--- src/rtl/mem_copy_engine.sv ---
// rtl/mem_copy_engine.sv - word-granular memory copy engine, initiator side of cpu_req/cpu_resp
module mem_copy_engine #(
  parameter int CPU_WIDTH      = 32,
  parameter int WORD_ADDR_BITS = 30,
  parameter int LEN_BITS       = 16,
  parameter int TIMEOUT        = 16
) (
  input  logic                      clk,
  input  logic                      reset_n,
  input  logic                      start,
  input  logic [WORD_ADDR_BITS-1:0] src_addr,
  input  logic [WORD_ADDR_BITS-1:0] dst_addr,
  input  logic [LEN_BITS-1:0]       len,
  output logic                      busy,
  output logic                      done,
  output logic                      error,
  output logic [LEN_BITS-1:0]       words_done,
  output logic                      mem_req_val,
  input  logic                      mem_req_rdy,
  output logic [WORD_ADDR_BITS-1:0] mem_req_addr,
  output logic [CPU_WIDTH-1:0]      mem_req_data,
  output logic [3:0]                mem_req_write,
  input  logic                      mem_resp_val,
  input  logic [CPU_WIDTH-1:0]      mem_resp_data
);

  localparam logic [2:0] S_IDLE    = 3'd0;
  localparam logic [2:0] S_RD_REQ  = 3'd1;
  localparam logic [2:0] S_RD_WAIT = 3'd2;
  localparam logic [2:0] S_WR_REQ  = 3'd3;
  localparam logic [2:0] S_DONE    = 3'd4;

  localparam int TW = $clog2(TIMEOUT) + 1;
  // Abort on the wait cycle whose increment would bring the counter to TIMEOUT-1
  localparam logic [TW-1:0] TO_LAST = TW'(TIMEOUT - 2);

  logic [2:0]                r_state;
  logic [WORD_ADDR_BITS-1:0] r_src;
  logic [WORD_ADDR_BITS-1:0] r_dst;
  logic [LEN_BITS-1:0]       r_len;
  logic [LEN_BITS-1:0]       r_idx;
  logic [CPU_WIDTH-1:0]      r_buf;
  logic [TW-1:0]             r_to_cnt;
  logic                      r_error;

  logic [LEN_BITS-1:0]       w_idx_inc;
  logic [WORD_ADDR_BITS-1:0] w_rd_addr;
  logic [WORD_ADDR_BITS-1:0] w_wr_addr;

  assign w_idx_inc = r_idx + 1'b1;
  assign w_rd_addr = r_src + WORD_ADDR_BITS'(r_idx);
  assign w_wr_addr = r_dst + WORD_ADDR_BITS'(r_idx);

  always_ff @(posedge clk) begin
    if (!reset_n) begin
      r_state  <= S_IDLE;
      r_error  <= 1'b0;
      r_idx    <= '0;
      r_src    <= '0;
      r_dst    <= '0;
      r_len    <= '0;
      r_buf    <= '0;
      r_to_cnt <= '0;
    end else begin
      case (r_state)
        S_IDLE: begin
          if (start) begin
            r_error <= 1'b0;
            r_idx   <= '0;
            if (len != '0) begin
              r_src   <= src_addr;
              r_dst   <= dst_addr;
              r_len   <= len;
              r_state <= S_RD_REQ;
            end else begin
              r_state <= S_DONE;
            end
          end
        end
        S_RD_REQ: begin
          if (mem_req_rdy) begin
            r_to_cnt <= '0;
            r_state  <= S_RD_WAIT;
          end
        end
        S_RD_WAIT: begin
          if (mem_resp_val) begin
            r_buf   <= mem_resp_data;
            r_state <= S_WR_REQ;
          end else if (r_to_cnt == TO_LAST) begin
            r_error <= 1'b1;
            r_state <= S_DONE;
          end else begin
            r_to_cnt <= r_to_cnt + 1'b1;
          end
        end
        S_WR_REQ: begin
          if (mem_req_rdy) begin
            r_idx   <= w_idx_inc;
            r_state <= (w_idx_inc == r_len) ? S_DONE : S_RD_REQ;
          end
        end
        S_DONE:  r_state <= S_IDLE;
        default: r_state <= S_IDLE;
      endcase
    end
  end

  // Outputs depend only on registered state, never on rdy/resp inputs
  assign busy          = (r_state != S_IDLE);
  assign done          = (r_state == S_DONE);
  assign error         = r_error;
  assign words_done    = r_idx;
  assign mem_req_val   = (r_state == S_RD_REQ) || (r_state == S_WR_REQ);
  assign mem_req_addr  = (r_state == S_WR_REQ) ? w_wr_addr : w_rd_addr;
  assign mem_req_data  = r_buf;
  assign mem_req_write = (r_state == S_WR_REQ) ? 4'hF : 4'h0;

endmodule

--- config.mk ---
export PLATFORM = sky130hd
export DESIGN_NAME = mem_copy_engine
export DESIGN_NICKNAME = d
export VERILOG_FILES = /design/src/rtl/mem_copy_engine.sv
export SDC_FILE = /design/constraint.sdc
export NUM_CORES = 1
export LEC_CHECK = 0
export CORE_ASPECT_RATIO = 1.75
export CORE_UTILIZATION = 30
export DETAILED_ROUTE_END_ITERATION = 7
export MAX_ROUTING_LAYER = met4
export SYNTH_ARGS = -nofsm -noshare
export SYNTH_HDL_FRONTEND = slang
export SYNTH_SLANG_ARGS = --single-unit
--- constraint.sdc ---
create_clock -name clk -period 8.75 [get_ports clk]
set_clock_uncertainty 0.1 [all_clocks]
set_input_delay 1.75 -clock clk [delete_from_list [all_inputs] [get_ports clk]]
set_output_delay 1.75 -clock clk [all_outputs]
set_load 0.005 [all_outputs]
==> impl_metrics.csv <==
group,metric,value,unit
final_layout,antenna-diode-count,0,
power_and_ir_drop,irDropWorstVdd,0.100,mV
critical_path,cp_slowest_stage_delay,0.57,ns
critical_path,timing.critical_path.arrival,5.00,ns
sta,fin_crit_sh,0.783,
final_layout,drive_above_1_share,0.0458,
synth,synth_top_flop_cell,"sky130_fd_sc_hd__dfxtp_1",
grt,grt_use_total,0.199,
critical_path,critPathLaunchType,"flop",
grt,number_of_antenna_violations_at_the_first_check_in_global_routing,0,
floorplan,die_h,204,um
drt,post_drt_via_cell_ratio,4.99,
floorplan,die_area,24000,sq um
final_layout,final_cell_count_no_fill,1435,
cts,cts-resized-gates,0,
critical_path,path_class,"flop to primary output",
sta,fin_tns_setup,0,ns
synth,synthArstFlopShare,0,
grt,grt_max_degree,83,
grt,grt_overflow,0,
cts,htreeDepth,4,
sta,grt_setup_unrepaired,"no",
synth,post_synth.cell_area_avg,7.33,sq um
drt,final_antenna_net_count,0,
power_and_ir_drop,power_density,199,nW/um^2
flow_run,drv.max_cap_violation_count,0,
drt,postRouteWirelength,23200,um
synth,synth-seq-cells,133,
synth,synth-edff-count,0,
critical_path,crit_slowest_cell,"sky130_fd_sc_hd__o2111ai_1",
final_layout,multi_input_area,4070,sq um
synth,synthesis.yosys.warnings,0,
cts,cts.path.max_buffers,2,
final_layout,register_area,2660,sq um
cts,cts_sinks,133,
final_layout,syn2layout_area_growth,39.9,%
grt,grt_pass1_vias,6968,
sta,worst_slew_margin,0.397,
sta,least_margin_pin_slew,0.904,ns
floorplan,placementRows,73,
drt,post-route-drc-count,0,
sta,period_minus_slack,6.85,ns
floorplan,initial_utilization,0.307,
placement,port-buffer-count,198,
drt,detailedRoute.firstPassIterationCount,4,
synth,ys_types,58,
power_and_ir_drop,power.leakage,0.00368,uW
worst_hold_path,kind_of_path_behind_the_tightest_hold_check,"flop to flop",
synth,synth.top_cell.area_share,0.380,
critical_path,worst-path-max-fanout,42,
synth,yosys-top-cells-area,"sky130_fd_sc_hd__dfxtp_1 38%, sky130_fd_sc_hd__nand2_1 16%, sky130_fd_sc_hd__a21oi_1 11%, sky130_fd_sc_hd__xnor2_1 4.6%, sky130_fd_sc_hd__ha_1 3.4%",
critical_path,crit_path_cell_trace,"nand3b_2 -> buf_4 -> inv_1 -> nand2_1 -> nand2_1 -> ha_1 -> fa_1 -> a211oi_1 -> o211ai_1 -> a21o_1 -> o2111ai_1 -> a21oi_1 -> xnor2_1 -> clkdlybuf4s50_1",
synth,synth_top_cell_by_area,"sky130_fd_sc_hd__dfxtp_1",
synth,synth.yosys.seq_area_share,0.380,
sta,timing_hold_violations_final,0,
cts,worst_skew_pair.late_latency,0.43,ns
drt,detailroute.via_count,7160,
floorplan,top_level_ports,199,
floorplan,width_of_the_die,118,um
sta,setup_viol,0,
cts,holdBufCountCts,0,
placement,routabilityCongestion,0.889,
drt,number_of_design_rule_violations_left_by_the_first_detailed_router_iteration,371,
placement,dp.final_hpwl,17200,um
critical_path,critPathRequiredTime,6.90,ns
final_layout,layout.nets,1255,
synth,postSynthNetCount,1090,
cts,cts.clk_slew.worst_paths,0.06,ns
critical_path,worst_path_most_repeated_cell,"sky130_fd_sc_hd__nand2_1",
sta,report.final.slew_viol_count,0,
synth,syn-instance-count,957,
grt,grt_first_pass_wirelength,36400,um
run_status,result_of_the_run,"finished, final reports clean",
critical_path,cp_capture_type,"primary output",
final_layout,filler_cell_count,2389,
sta,upper_clock_frequency_limit,146,MHz
cts,cts_made_buffers,17,
floorplan,fp.coreArea,22800,sq um
cts,cts_tree,"yes",
cts,cts_root_buffer,"sky130_fd_sc_hd__clkbuf_16",
drt,routedWlPerCell,16.2,um
cts,postCtsSetupRepairBufs,0,
placement,dp_cells,1403,
synth,area_of_the_mapped_netlist,7010,sq um
cell families after synthesis:
logic type	share of synthesized area
AOI/OAI and AO/OA	0.179
muxes	0.0214
adders and majority gates	0.0368
DFF	0.380
buffers and inverters	0.0421
and+or+nand+nor	0.271
xor gates and xnor gates	0.0699
power by group:
part	switching [uW]	internal [uW]
combinational	258	213
clock	276	483
sequential	53.6	669
worst max-delay path, delay by kind of cell (launching register included):
family / cells / cell delay [ns]
AOI/OAI and AO/OA: 5 / 1.48
xor gates and xnor gates: 1 / 0.20
DFF: 1 / 0.41
adders and majority gates: 2 / 0.67
and+or+nand+nor: 3 / 0.39
buffers and inverters: 3 / 1.39
cells in the mapped netlist (4+ instances only):
master                     instances
sky130_fd_sc_hd__o21bai_1          5
sky130_fd_sc_hd__nor3_1            8
sky130_fd_sc_hd__dfxtp_1         133
sky130_fd_sc_hd__a21oi_1         151
sky130_fd_sc_hd__and2_1            4
sky130_fd_sc_hd__ha_1             19
sky130_fd_sc_hd__nand4_1          15
sky130_fd_sc_hd__nor4_1           11
sky130_fd_sc_hd__o211ai_1          6
sky130_fd_sc_hd__nand2_1         304
sky130_fd_sc_hd__nand3_1          25
sky130_fd_sc_hd__xor2_1           19
sky130_fd_sc_hd__and3_1            6
sky130_fd_sc_hd__nor3b_1           4
sky130_fd_sc_hd__a211oi_1          6
sky130_fd_sc_hd__o21ai_0          28
sky130_fd_sc_hd__a21o_1            5
sky130_fd_sc_hd__clkbuf_1         39
sky130_fd_sc_hd__buf_2            14
sky130_fd_sc_hd__nor2_1           37
sky130_fd_sc_hd__inv_1            11
sky130_fd_sc_hd__mux2i_1          15
sky130_fd_sc_hd__xnor2_1          37
per-stage QoR:
stage	util	worst slack [ns]	total power [uW]	cell area, sq um	hold WS [ns]
global placement	0.402	2.40	1210	9190	0.341
CTS	0.430	1.88	1980	9810	0.355
detailed placement	0.402	2.37	1210	9190	0.347
floorplan	-	3.62	993	7010	0.336
finish	0.430	1.90	1950	9810	0.353
global route	0.430	1.61	2050	9810	0.369
per-layer routing:
| metal | vias up | share of wire | GRT usage |
|---|---|---|---|
| met5 | - | 0 | - |
| met4 | 0 | 0.048 | 0.125 |
| met3 | 52 | 0.046 | 0.0388 |
| met2 | 214 | 0.52 | 0.348 |
| met1 | 3297 | 0.38 | 0.206 |
| li1 | 3597 | - | - |
cell usage in the layout (no fill, tap or decap), types with 15 or more instances in the layout:
cell type                         count
sky130_fd_sc_hd__nand2_1            304
sky130_fd_sc_hd__clkdlybuf4s50_1    198
sky130_fd_sc_hd__a21oi_1            151
sky130_fd_sc_hd__dfxtp_1            133
sky130_fd_sc_hd__xnor2_1             37
sky130_fd_sc_hd__nor2_1              36
sky130_fd_sc_hd__o21ai_0             28
sky130_fd_sc_hd__nand3_1             24
sky130_fd_sc_hd__xor2_1              19
sky130_fd_sc_hd__ha_1                19
sky130_fd_sc_hd__clkbuf_16           17
sky130_fd_sc_hd__nand4_1             15
sky130_fd_sc_hd__mux2i_1             15
layout make-up:
type / instances / area share
Clock buffer: 19 / 0.0451
Clock inverter: 13 / 0.0185
Inverter: 12 / 0.00472
Multi-Input combinational cell: 753 / 0.415
Sequential cell: 133 / 0.271
Tap cell: 300 / 0.0383
Timing Repair Buffer: 205 / 0.207
final timing paths:
check / startpoint / end / slack [ns] / cells past startpoint
hold reg to reg: mem_req_data[14] / mem_req_data[14] / 0.35 / 2
hold / removal: mem_req_data[14] / mem_req_data[14] / 0.35 / 2
setup / recovery: r_state[2] / mem_req_addr[22] / 1.90 / 14
setup reg to reg: r_state[1] / words_done[4] / 5.31 / 9
state kept, by name, indices dropped and copies added, names as in the netlist:
register      count
mem_req_data     32
r_dst            30
r_src            30
r_len            16
words_done       16
r_to_cnt          5
r_state           3
error             1
(Power assumes the default switching activity.)
